<file path="src/rtl/store_buffer_if.sv">
// Store buffer bus bundle: MEM-stage store/load ports, DM write port and status.
interface store_buffer_if #(
  parameter int unsigned DEPTH = 4,
  parameter int unsigned AW    = 32
);
  localparam int unsigned CW = $clog2(DEPTH) + 1;

  // Store side
  logic          st_valid;
  logic [AW-1:0] st_addr;
  logic [31:0]   st_data;
  logic          st_byte;
  logic          st_half;
  logic [31:0]   st_pc;
  logic          st_ready;

  // Load check
  logic          ld_valid;
  logic [AW-1:0] ld_addr;
  logic          ld_hit;
  logic [31:0]   ld_hit_data;
  logic          ld_stall;

  // DM write port
  logic          dm_ready;
  logic          dm_we;
  logic [AW-1:0] dm_addr;
  logic [31:0]   dm_data;
  logic          dm_byte;
  logic          dm_half;
  logic [31:0]   dm_pc;

  // Status
  logic [CW-1:0] count;
  logic          empty;

  modport slave (
    input  st_valid, st_addr, st_data, st_byte, st_half, st_pc,
    input  ld_valid, ld_addr, dm_ready,
    output st_ready, ld_hit, ld_hit_data, ld_stall,
    output dm_we, dm_addr, dm_data, dm_byte, dm_half, dm_pc,
    output count, empty
  );

  modport master (
    output st_valid, st_addr, st_data, st_byte, st_half, st_pc,
    output ld_valid, ld_addr, dm_ready,
    input  st_ready, ld_hit, ld_hit_data, ld_stall,
    input  dm_we, dm_addr, dm_data, dm_byte, dm_half, dm_pc,
    input  count, empty
  );
endinterface

</file>
<file path="src/rtl/store_buffer.sv">
// Posted-write FIFO between MEM and data memory: in-order drain, word-granular
// load forwarding from the youngest matching entry, stall on partial-width hits.
module store_buffer #(
  parameter int unsigned DEPTH = 4,
  parameter int unsigned AW    = 32
) (
  input  logic           clk,
  input  logic           reset,
  store_buffer_if.slave  bus
);
  localparam int unsigned PW = $clog2(DEPTH);
  localparam int unsigned CW = PW + 1;

  logic [AW-1:0] addr_q [DEPTH];
  logic [31:0]   data_q [DEPTH];
  logic [31:0]   pc_q   [DEPTH];
  logic [DEPTH-1:0] byte_q, half_q;
  logic [DEPTH-1:0] valid_q, valid_d;
  logic [PW-1:0] wr_ptr_q, wr_ptr_d;
  logic [PW-1:0] rd_ptr_q, rd_ptr_d;
  logic [CW-1:0] count_q, count_d;

  logic st_ready, empty, push, pop;
  logic found, hit_word;
  logic [31:0] hit_data;
  logic [PW-1:0] idx;

  assign st_ready = (count_q != CW'(DEPTH));
  assign empty    = (count_q == '0);
  assign push     = bus.st_valid & st_ready;
  assign pop      = ~empty & bus.dm_ready;

  // Next-state for pointers, count and valid bits
  always_comb begin
    wr_ptr_d = wr_ptr_q;
    rd_ptr_d = rd_ptr_q;
    count_d  = count_q;
    valid_d  = valid_q;
    if (pop) begin
      valid_d[rd_ptr_q] = 1'b0;
      rd_ptr_d          = rd_ptr_q + PW'(1);
    end
    if (push) begin
      valid_d[wr_ptr_q] = 1'b1;
      wr_ptr_d          = wr_ptr_q + PW'(1);
    end
    unique case ({push, pop})
      2'b10:   count_d = count_q + CW'(1);
      2'b01:   count_d = count_q - CW'(1);
      default: count_d = count_q;
    endcase
  end

  // Control state; reset discards all pending stores, even mid-drain
  always_ff @(posedge clk) begin
    if (!reset) begin
      wr_ptr_q <= '0;
      rd_ptr_q <= '0;
      count_q  <= '0;
      valid_q  <= '0;
    end else begin
      wr_ptr_q <= wr_ptr_d;
      rd_ptr_q <= rd_ptr_d;
      count_q  <= count_d;
      valid_q  <= valid_d;
    end
  end

  // Entry payload; no reset needed since valid_q gates every use
  always_ff @(posedge clk) begin
    if (push) begin
      addr_q[wr_ptr_q] <= bus.st_addr;
      data_q[wr_ptr_q] <= bus.st_data;
      pc_q[wr_ptr_q]   <= bus.st_pc;
      byte_q[wr_ptr_q] <= bus.st_byte;
      half_q[wr_ptr_q] <= bus.st_half;
    end
  end

  // Youngest-first search backwards from wr_ptr-1; a popping head still matches
  always_comb begin
    found    = 1'b0;
    hit_word = 1'b0;
    hit_data = '0;
    idx      = '0;
    for (int k = 1; k <= int'(DEPTH); k++) begin
      idx = wr_ptr_q - PW'(k);
      if (!found && valid_q[idx] && (addr_q[idx][AW-1:2] == bus.ld_addr[AW-1:2])) begin
        found    = 1'b1;
        hit_word = ~byte_q[idx] & ~half_q[idx];
        hit_data = data_q[idx];
      end
    end
  end

  // Outputs: head entry drives the DM port; load result gated by ld_valid
  always_comb begin
    bus.st_ready    = st_ready;
    bus.empty       = empty;
    bus.count       = count_q;
    bus.dm_we       = pop;
    bus.dm_addr     = addr_q[rd_ptr_q];
    bus.dm_data     = data_q[rd_ptr_q];
    bus.dm_pc       = pc_q[rd_ptr_q];
    bus.dm_byte     = byte_q[rd_ptr_q];
    bus.dm_half     = half_q[rd_ptr_q];
    bus.ld_hit_data = hit_data;
    // A concurrent store means the load cannot be serviced this cycle
    bus.ld_hit      = bus.ld_valid & ~bus.st_valid & found & hit_word;
    bus.ld_stall    = bus.ld_valid & (bus.st_valid | (found & ~hit_word));
  end
endmodule

</file>
<file path="src/flat_wrapper.sv">
// flat-port wrapper written by rule: the top's interface ports become plain ports
module store_buffer_flat 
#(
  parameter int unsigned DEPTH = 4,
  parameter int unsigned AW    = 32
)
  (clk, reset, bus_st_valid, bus_st_addr, bus_st_data, bus_st_byte, bus_st_half, bus_st_pc, bus_ld_valid, bus_ld_addr, bus_dm_ready, bus_st_ready, bus_ld_hit, bus_ld_hit_data, bus_ld_stall, bus_dm_we, bus_dm_addr, bus_dm_data, bus_dm_byte, bus_dm_half, bus_dm_pc, bus_count, bus_empty);
  store_buffer_if #(.DEPTH(DEPTH), .AW(AW)) bus_i ();
  input  logic clk;
  input  logic reset;
  input wire logic [$bits(bus_i.st_valid)-1:0] bus_st_valid;
  input wire logic [$bits(bus_i.st_addr)-1:0] bus_st_addr;
  input wire logic [$bits(bus_i.st_data)-1:0] bus_st_data;
  input wire logic [$bits(bus_i.st_byte)-1:0] bus_st_byte;
  input wire logic [$bits(bus_i.st_half)-1:0] bus_st_half;
  input wire logic [$bits(bus_i.st_pc)-1:0] bus_st_pc;
  input wire logic [$bits(bus_i.ld_valid)-1:0] bus_ld_valid;
  input wire logic [$bits(bus_i.ld_addr)-1:0] bus_ld_addr;
  input wire logic [$bits(bus_i.dm_ready)-1:0] bus_dm_ready;
  output wire logic [$bits(bus_i.st_ready)-1:0] bus_st_ready;
  output wire logic [$bits(bus_i.ld_hit)-1:0] bus_ld_hit;
  output wire logic [$bits(bus_i.ld_hit_data)-1:0] bus_ld_hit_data;
  output wire logic [$bits(bus_i.ld_stall)-1:0] bus_ld_stall;
  output wire logic [$bits(bus_i.dm_we)-1:0] bus_dm_we;
  output wire logic [$bits(bus_i.dm_addr)-1:0] bus_dm_addr;
  output wire logic [$bits(bus_i.dm_data)-1:0] bus_dm_data;
  output wire logic [$bits(bus_i.dm_byte)-1:0] bus_dm_byte;
  output wire logic [$bits(bus_i.dm_half)-1:0] bus_dm_half;
  output wire logic [$bits(bus_i.dm_pc)-1:0] bus_dm_pc;
  output wire logic [$bits(bus_i.count)-1:0] bus_count;
  output wire logic [$bits(bus_i.empty)-1:0] bus_empty;
  assign bus_i.st_valid = bus_st_valid;
  assign bus_i.st_addr = bus_st_addr;
  assign bus_i.st_data = bus_st_data;
  assign bus_i.st_byte = bus_st_byte;
  assign bus_i.st_half = bus_st_half;
  assign bus_i.st_pc = bus_st_pc;
  assign bus_i.ld_valid = bus_ld_valid;
  assign bus_i.ld_addr = bus_ld_addr;
  assign bus_i.dm_ready = bus_dm_ready;
  assign bus_st_ready = bus_i.st_ready;
  assign bus_ld_hit = bus_i.ld_hit;
  assign bus_ld_hit_data = bus_i.ld_hit_data;
  assign bus_ld_stall = bus_i.ld_stall;
  assign bus_dm_we = bus_i.dm_we;
  assign bus_dm_addr = bus_i.dm_addr;
  assign bus_dm_data = bus_i.dm_data;
  assign bus_dm_byte = bus_i.dm_byte;
  assign bus_dm_half = bus_i.dm_half;
  assign bus_dm_pc = bus_i.dm_pc;
  assign bus_count = bus_i.count;
  assign bus_empty = bus_i.empty;
  store_buffer #(.DEPTH(DEPTH), .AW(AW)) u_core (.clk(clk), .reset(reset), .bus(bus_i));
endmodule
</file>
<file path="config.mk">
export PLATFORM = sky130hd
export DESIGN_NAME = store_buffer_flat
export DESIGN_NICKNAME = d
export VERILOG_FILES = /design/src/rtl/store_buffer_if.sv /design/src/rtl/store_buffer.sv /design/src/flat_wrapper.sv
export SDC_FILE = /design/constraint.sdc
export NUM_CORES = 1
export LEC_CHECK = 0
export CAP_MARGIN = 15
export CORE_ASPECT_RATIO = 1.75
export CORE_UTILIZATION = 58
export DETAILED_ROUTE_END_ITERATION = 12
export MAX_ROUTING_LAYER = met4
export PLACE_DENSITY = 0.89
export SETUP_SLACK_MARGIN = 0.05
export SLEW_MARGIN = 20
export SYNTH_ARGS = -nofsm -noshare
export SYNTH_HDL_FRONTEND = slang
export SYNTH_SLANG_ARGS = --single-unit
</file>
<file path="constraint.sdc">
create_clock -name clk -period 5.4 [get_ports clk]
set_input_delay 0.81 -clock clk [delete_from_list [all_inputs] [get_ports clk]]
set_output_delay 0.81 -clock clk [all_outputs]
set_load 0.005 [all_outputs]
</file>
==> results of run 1 <==
sequential cells by signal, summed over array words and instances, names as in the netlist, named ones only:
register and flops:
u_core.addr_q 128, u_core.pc_q 128, u_core.data_q 128, u_core.half_q 4, u_core.rd_ptr_q 2, u_core.bus.count 3
u_core.byte_q 4, u_core.wr_ptr_q 2, u_core.valid_q 4
worst reg2reg max path: stages, from the launching register on:
cell and delay [ps]:
dfxtp_1 410, nor2_1 90, a21oi_1 770, and2_4 790, buf_4 520
logic make-up after synthesis:
| logic type | synth area share |
|---|---|
| and+or+nand+nor | 0.0434 |
| adders and majority gates | 0.00540 |
| DFF | 0.492 |
| xor gates and xnor gates | 0.0350 |
| buffers and inverters | 0.0384 |
| AOI/OAI and AO/OA | 0.0633 |
| muxes | 0.323 |
through the flow:
stage,instances,util
after floorplan,1563,-
after global placement,2345,0.675
after detailed placement,2345,0.675
after CTS,2434,0.713
after global routing,2459,0.719
final,2459,0.719
final cells by class:
cell class              instances  area [µm²]  share of cell area
diodes                         10        25.0            0.000834
well taps                     555         694              0.0231
repair buffers                399        4030               0.134
multi-input cells             967       11700               0.391
clock inverters                25         216             0.00721
flip-flops and latches        407       12100               0.403
inverters                      52         200             0.00667
clock buffers                  44        1030              0.0342
routing by layer:
| metal | up-vias | wire (µm) | GRT usage | part of all wire |
|---|---|---|---|---|
| met5 | - | 0 | - | 0 |
| met3 | 276 | 5000 | 0.0435 | 0.068 |
| met1 | 8647 | 23700 | 0.381 | 0.32 |
| met4 | 0 | 5610 | 0.229 | 0.076 |
| met2 | 1051 | 39100 | 0.605 | 0.53 |
| li1 | 7068 | - | - | - |
synth_stat cells, types with 8 or more instances:
| master | instances | area, µm² |
|---|---|---|
| nor4_1 | 10 | 62.6 |
| buf_2 | 37 | 185 |
| mux2_2 | 8 | 90.1 |
| o22ai_1 | 32 | 200 |
| nor2_1 | 86 | 323 |
| clkbuf_1 | 54 | 203 |
| buf_6 | 13 | 146 |
| edfxtp_1 | 392 | 11800 |
| ha_1 | 9 | 113 |
| o21a_1 | 32 | 240 |
| dfxtp_1 | 15 | 300 |
| nand2_1 | 39 | 146 |
| xnor2_1 | 52 | 455 |
| mux4_1 | 16 | 420 |
| nor3_1 | 14 | 70.1 |
| and2_1 | 10 | 62.6 |
| xor2_1 | 46 | 403 |
| mux2i_1 | 115 | 1150 |
| buf_4 | 12 | 90.1 |
| nand3_1 | 16 | 80.1 |
| o21ai_0 | 18 | 90.1 |
| nand4_1 | 11 | 68.8 |
| mux4_2 | 278 | 6260 |
| o22ai_2 | 10 | 125 |
| inv_1 | 51 | 191 |
| buf_1 | 18 | 67.6 |
| o2111ai_1 | 8 | 70.1 |
| a21oi_1 | 58 | 290 |
| nor2b_1 | 11 | 68.8 |
power breakdown:
part	internal, µW	switching, µW
combinational	2650	2200
sequential	3830	393
clock	1480	1210
total	7970	3800
worst paths after layout:
check,startpoint,end,slack [ps],cells past startpoint
max,u_core.wr_ptr_q[1],bus_ld_hit_data[28],-30,14
min,u_core.valid_q[3],u_core.valid_q[3],570,2
max reg2reg,u_core.bus.count[0],u_core.pc_q[1][22],2470,4
min reg2reg,u_core.valid_q[3],u_core.valid_q[3],570,2
timing repair:
action / CTS / global route
buffers inserted: 17 / 14
pin swaps: 9 / 9
endpoints found under the hold margin: 0 / 0
cloned: 3 / 1
hold buffers: 0 / 0
setup endpoints to repair: 34 / 24
resized for setup: 59 / 36
==> run_results.csv, run 1 <==
group,metric,value,unit
timing,skew,16.2,ps
timing,fin_crit_sh,1.01,
worst_setup_path,crit_buf_inv,6,
logic_synthesis,synthFlopType,"edfxtp_1",
placed_design,placed_area,28200,µm²
clocking,ctsLongestPathBuffers,3,
logic_synthesis,ys_types,69,
floorplanning,coreArea,41700,µm²
logic_synthesis,synth_fp_nets,1708,
worst_setup_path,crit_family,"buffers and inverters",
floorplanning,die_area,43200,µm²
timing,max_slew_margin,0.324,
pwr,finalPower,11800,µW
clocking,cts_sinks,407,
drt,viasPerCell,6.93,
layout,final_nets,2010,
global_route,grt_max_degree,84,
worst_setup_path,critPathKind,"flip-flop to output port",
global_route,antenna_found_initial,9,
pwr,p_per_area,392,nW/µm²
logic_synthesis,synth_area_per_cell,15.7,µm²
timing,grt_setup_unrepaired,"true",
clocking,tritoncts,"done",
clocking,cts-root-buf,"clkbuf_16",
pwr,static-leakage-power,0.00980,µW
drt,detail_route.wl_per_cell,29.9,µm
worst_setup_path,critPathArrivalTime,4620,ps
timing,setup_viol,1,
timing,fmaxAchievable,184,MHz
layout,n_fill_cell,2653,
run_status,violations,"setup timing",
placed_design,port_buffers,270,
layout,synthToLayoutAreaGrowth,22.3,%
global_route,grt_pass1_vias,17300,
worst_setup_path,critPathMaxFanout,36,
timing,slew_viol_final,0,
timing,whs,565,ps
min_path,hold_path_class,"flip-flop to flip-flop",
drt,ant_nets,0,
global_route,grt_pass1_wl,106,mm
run_status,run_status,"finished with violations",
drt,wirelength,73.4,mm
logic_synthesis,yosysSeqAreaShare,0.492,
floorplanning,num_rows,99,
pwr,ir_drop,0.000345,V
clocking,htree_levels,2,
placed_design,preCtsSetupSlack,185,ps
run,maxCapViolCount,0,
drt,drc_errors,0,
drt,first_pass_iters,8,
worst_setup_path,cpPeakStageDelay,590,ps
floorplanning,start_util,0.588,
clocking,clk_pin_slew,60,ps
worst_setup_path,crit_chain,"clkinvlp_4 -> ha_4 -> buf_4 -> buf_12 -> mux2i_1 -> o221ai_1 -> a211oi_1 -> nand4_1 -> or4_4 -> buf_12 -> buf_4 -> o21a_1 -> o22ai_1 -> clkdlybuf4s50_1",
global_route,track_usage,0.352,
timing,worst_pin_slew,1010,ps
logic_synthesis,syn_inst,1563,
worst_setup_path,startpoint_type,"flip-flop",
logic_synthesis,synthArstFlopShare,0,
layout,final_cell_mix,"edfxtp_1, mux4_2, clkdlybuf4s50_1",
placed_design,dpl.hpwl,50.0,mm
worst_setup_path,slowest_stage,"or4_4",
logic_synthesis,synth_seq_cells,407,
floorplanning,pin_count,273,
floorplanning,dieWidth,158,µm
placed_design,gp_congestion,1.00,
layout,drive_gt1_frac,0.287,
timing,post-route-min-period,5430,ps
drt,drtIter0Drc,1748,
floorplanning,die_h,274,µm
logic_synthesis,synth-edff-count,392,
timing,setup_tns,-32.6,ps
timing,hold_viol_final,0,
clocking,numCtsBuffers,38,
layout,stdcell_area,30000,µm²
worst_setup_path,critPathCaptureType,"output port",
drt,vias,17000,
clocking,clkLatencyLatePin,560,ps
logic_synthesis,netlist_area,24500,µm²
logic_synthesis,yosysWarnings,0,
timing,setup_slack,-32.6,ps
global_route,grt.overflow.total,0,
layout,final_common_cell,"edfxtp_1",
worst_setup_path,critPathRequiredTime,4590,ps
(Power assumes the default switching activity.)
==> inputs of run 2 (changes only) <==
- CORE_ASPECT_RATIO: 1.75 -> 2
- SLEW_MARGIN: 20 -> default
==> run_results.csv, run 2 (synthesis results as in run 1) <==
group,metric,value,unit
run_status,run_status,"finished clean",
pwr,swShare,0.322,
clocking,ctsLongestPathBuffers,3,
drt,vias,17100,
layout,n_fill_cell,2598,
drt,drtIter0Drc,1443,
global_route,grt_pass1_wl,112,mm
layout,final_cell_mix,"edfxtp_1, mux4_2, clkdlybuf4s50_1",
drt,drc_errors,0,
timing,skew,18.3,ps
clocking,cts_sinks,407,
global_route,use_met2,0.650,
timing,setup_slack,10.0,ps
timing,hold_viol_final,0,
timing,slew_viol_final,0,
layout,synthToLayoutAreaGrowth,22.6,%
placed_design,preCtsSetupSlack,124,ps
worst_setup_path,critPathRequiredTime,4590,ps
clocking,tritoncts,"done",
min_path,hp-start,"u_core.bus.count[2]",
pwr,static-leakage-power,0.00997,µW
pwr,clkPwrFrac,0.226,
placed_design,dpl.hpwl,51.3,mm
global_route,track_usage,0.370,
floorplanning,dieWidth,147,µm
global_route,grt.overflow.total,0,
clocking,numCtsBuffers,35,
min_path,min_path_cells,2,
drt,detail_route.wl_per_cell,31.3,µm
drt,first_pass_iters,5,
run,maxCapViolCount,0,
clocking,clkLatencyLatePin,550,ps
worst_setup_path,critPathMaxFanout,6,
timing,post-route-min-period,5390,ps
layout,regArea,12100,µm²
worst_setup_path,critPathArrivalTime,4580,ps
timing,grt_setup_unrepaired,"true",
pwr,pwr-share-seq,0.352,
worst_setup_path,startpoint_type,"flip-flop",
pwr,finalPower,11800,µW
drt,wirelength,76.7,mm
clocking,clk_pin_slew,70,ps
global_route,antenna_found_initial,4,
pwr,ir_drop,0.000369,V
clocking,htree_levels,2,
clocking,cts-root-buf,"clkbuf_16",
layout,final_nets,2022,
global_route,grt_use_met3,0.0539,
global_route,grt.busiest_layer,"met2",
timing,fmaxAchievable,186,MHz
worst_setup_path,critPathCaptureType,"output port",
timing,max_slew_margin,0.329,
global_route,grt_max_degree,65,
floorplanning,die_area,43200,µm²
placed_design,gp_congestion,0.988,
pwr,p_per_area,394,nW/µm²
timing,worst_pin_slew,1010,ps
worst_setup_path,reg2reg_from,"u_core.wr_ptr_q[1]",
drt,ant_nets,0,
timing,setup_viol,0,
worst_setup_path,worstSetupStartpoint,"u_core.wr_ptr_q[0]",
min_path,hold_path_class,"flip-flop to flip-flop",
pwr,comb_power_share,0.421,
drt,viasPerCell,6.99,
global_route,grt_use_met1,0.376,
worst_setup_path,r2r_cells,5,
layout,multiInputGateArea,11700,µm²
timing,whs,576,ps
floorplanning,coreArea,41800,µm²
placed_design,port_buffers,270,
pwr,power.switching,3810,µW
timing,fin_crit_sh,0.998,
layout,final_common_cell,"edfxtp_1",
worst_setup_path,critPathKind,"flip-flop to output port",
layout,drive_gt1_frac,0.288,
floorplanning,num_rows,106,
layout,final_util,0.720,
floorplanning,start_util,0.588,
floorplanning,die_h,293,µm
global_route,grt_pass1_vias,17700,
floorplanning,pin_count,273,
layout,top_regs,"u_core.addr_q: 128 flops, u_core.data_q: 128 flops, u_core.pc_q: 128 flops",
pwr,power.internal,8030,µW
==> run 2: final timing paths <==
check | slack (ps) | end
max | 10 | bus_ld_hit
min | 580 | u_core.bus.count[2]
max reg2reg | 2280 | u_core.data_q[2][26]
min reg2reg | 580 | u_core.bus.count[2]
==> run 2: timing repair <==
action | CTS | global route
hold endpoints to repair | 0 | 0
hold buffers | 0 | 0
buffers inserted | 25 | 9
cloned | 5 | 0
setup endpoints to repair | 34 | 18
pin swaps | 5 | 8
gates resized for setup | 47 | 48
==> run 2: area by class of cell <==
cell class | count | share of cell area
tap | 540 | 0.0225
inverter | 52 | 0.00653
antenna | 4 | 0.000333
multi-input combinational | 967 | 0.389
timing repair buffer | 414 | 0.140
clock inverter | 21 | 0.00927
sequential | 407 | 0.402
clock buffer | 42 | 0.0307
==> run 2: power by group through the flow <==
stage                     Clock, µW  Sequential (µW)  Combinational (µW)
after floorplan                   0             4060                3020
after global placement            0             4190                4670
after detailed placement          0             4240                4710
after CTS                      2700             4160                4960
after global routing           2800             4210                5220
final                          2680             4180                4990
==> run 2: worst max-delay path, stage by stage (launching register included) <==
cell	delay, ps
dfxtp_4	370
clkinv_2	70
ha_4	310
buf_12	160
buf_4	130
buf_4	130
mux4_2	530
xnor2_2	270
nand4_1	230
buf_4	190
buf_4	120
buf_4	120
buf_4	120
buf_4	120
buf_4	120
buf_4	120
buf_4	120
nor4_2	240
nand3_1	110
a31oi_1	140
o211a_1	170
clkbuf_2	130
==> run 2: per-stage QoR <==
| stage | cells | setup TNS [ps] | instance area [µm²] |
|---|---|---|---|
| floorplan | 1563 | 0 | 24500 |
| global placement | 2342 | 0 | 28300 |
| detailed placement | 2342 | 0 | 28300 |
| CTS | 2435 | -46.7 | 30000 |
| global route | 2447 | -180 | 30100 |
| finish | 2447 | 0 | 30100 |
==> run 2: metal layers <==
layer / vias up / part of all wire
met5: - / 0
met4: 0 / 0.080
met3: 267 / 0.067
met2: 1039 / 0.54
met1: 8738 / 0.31
li1: 7067 / -
==> inputs of run 3 (changes only) <==
- CAP_MARGIN: 15 -> default
==> results of run 3 <==
The final DEF is identical to that of run 2; final timing and power are the same.
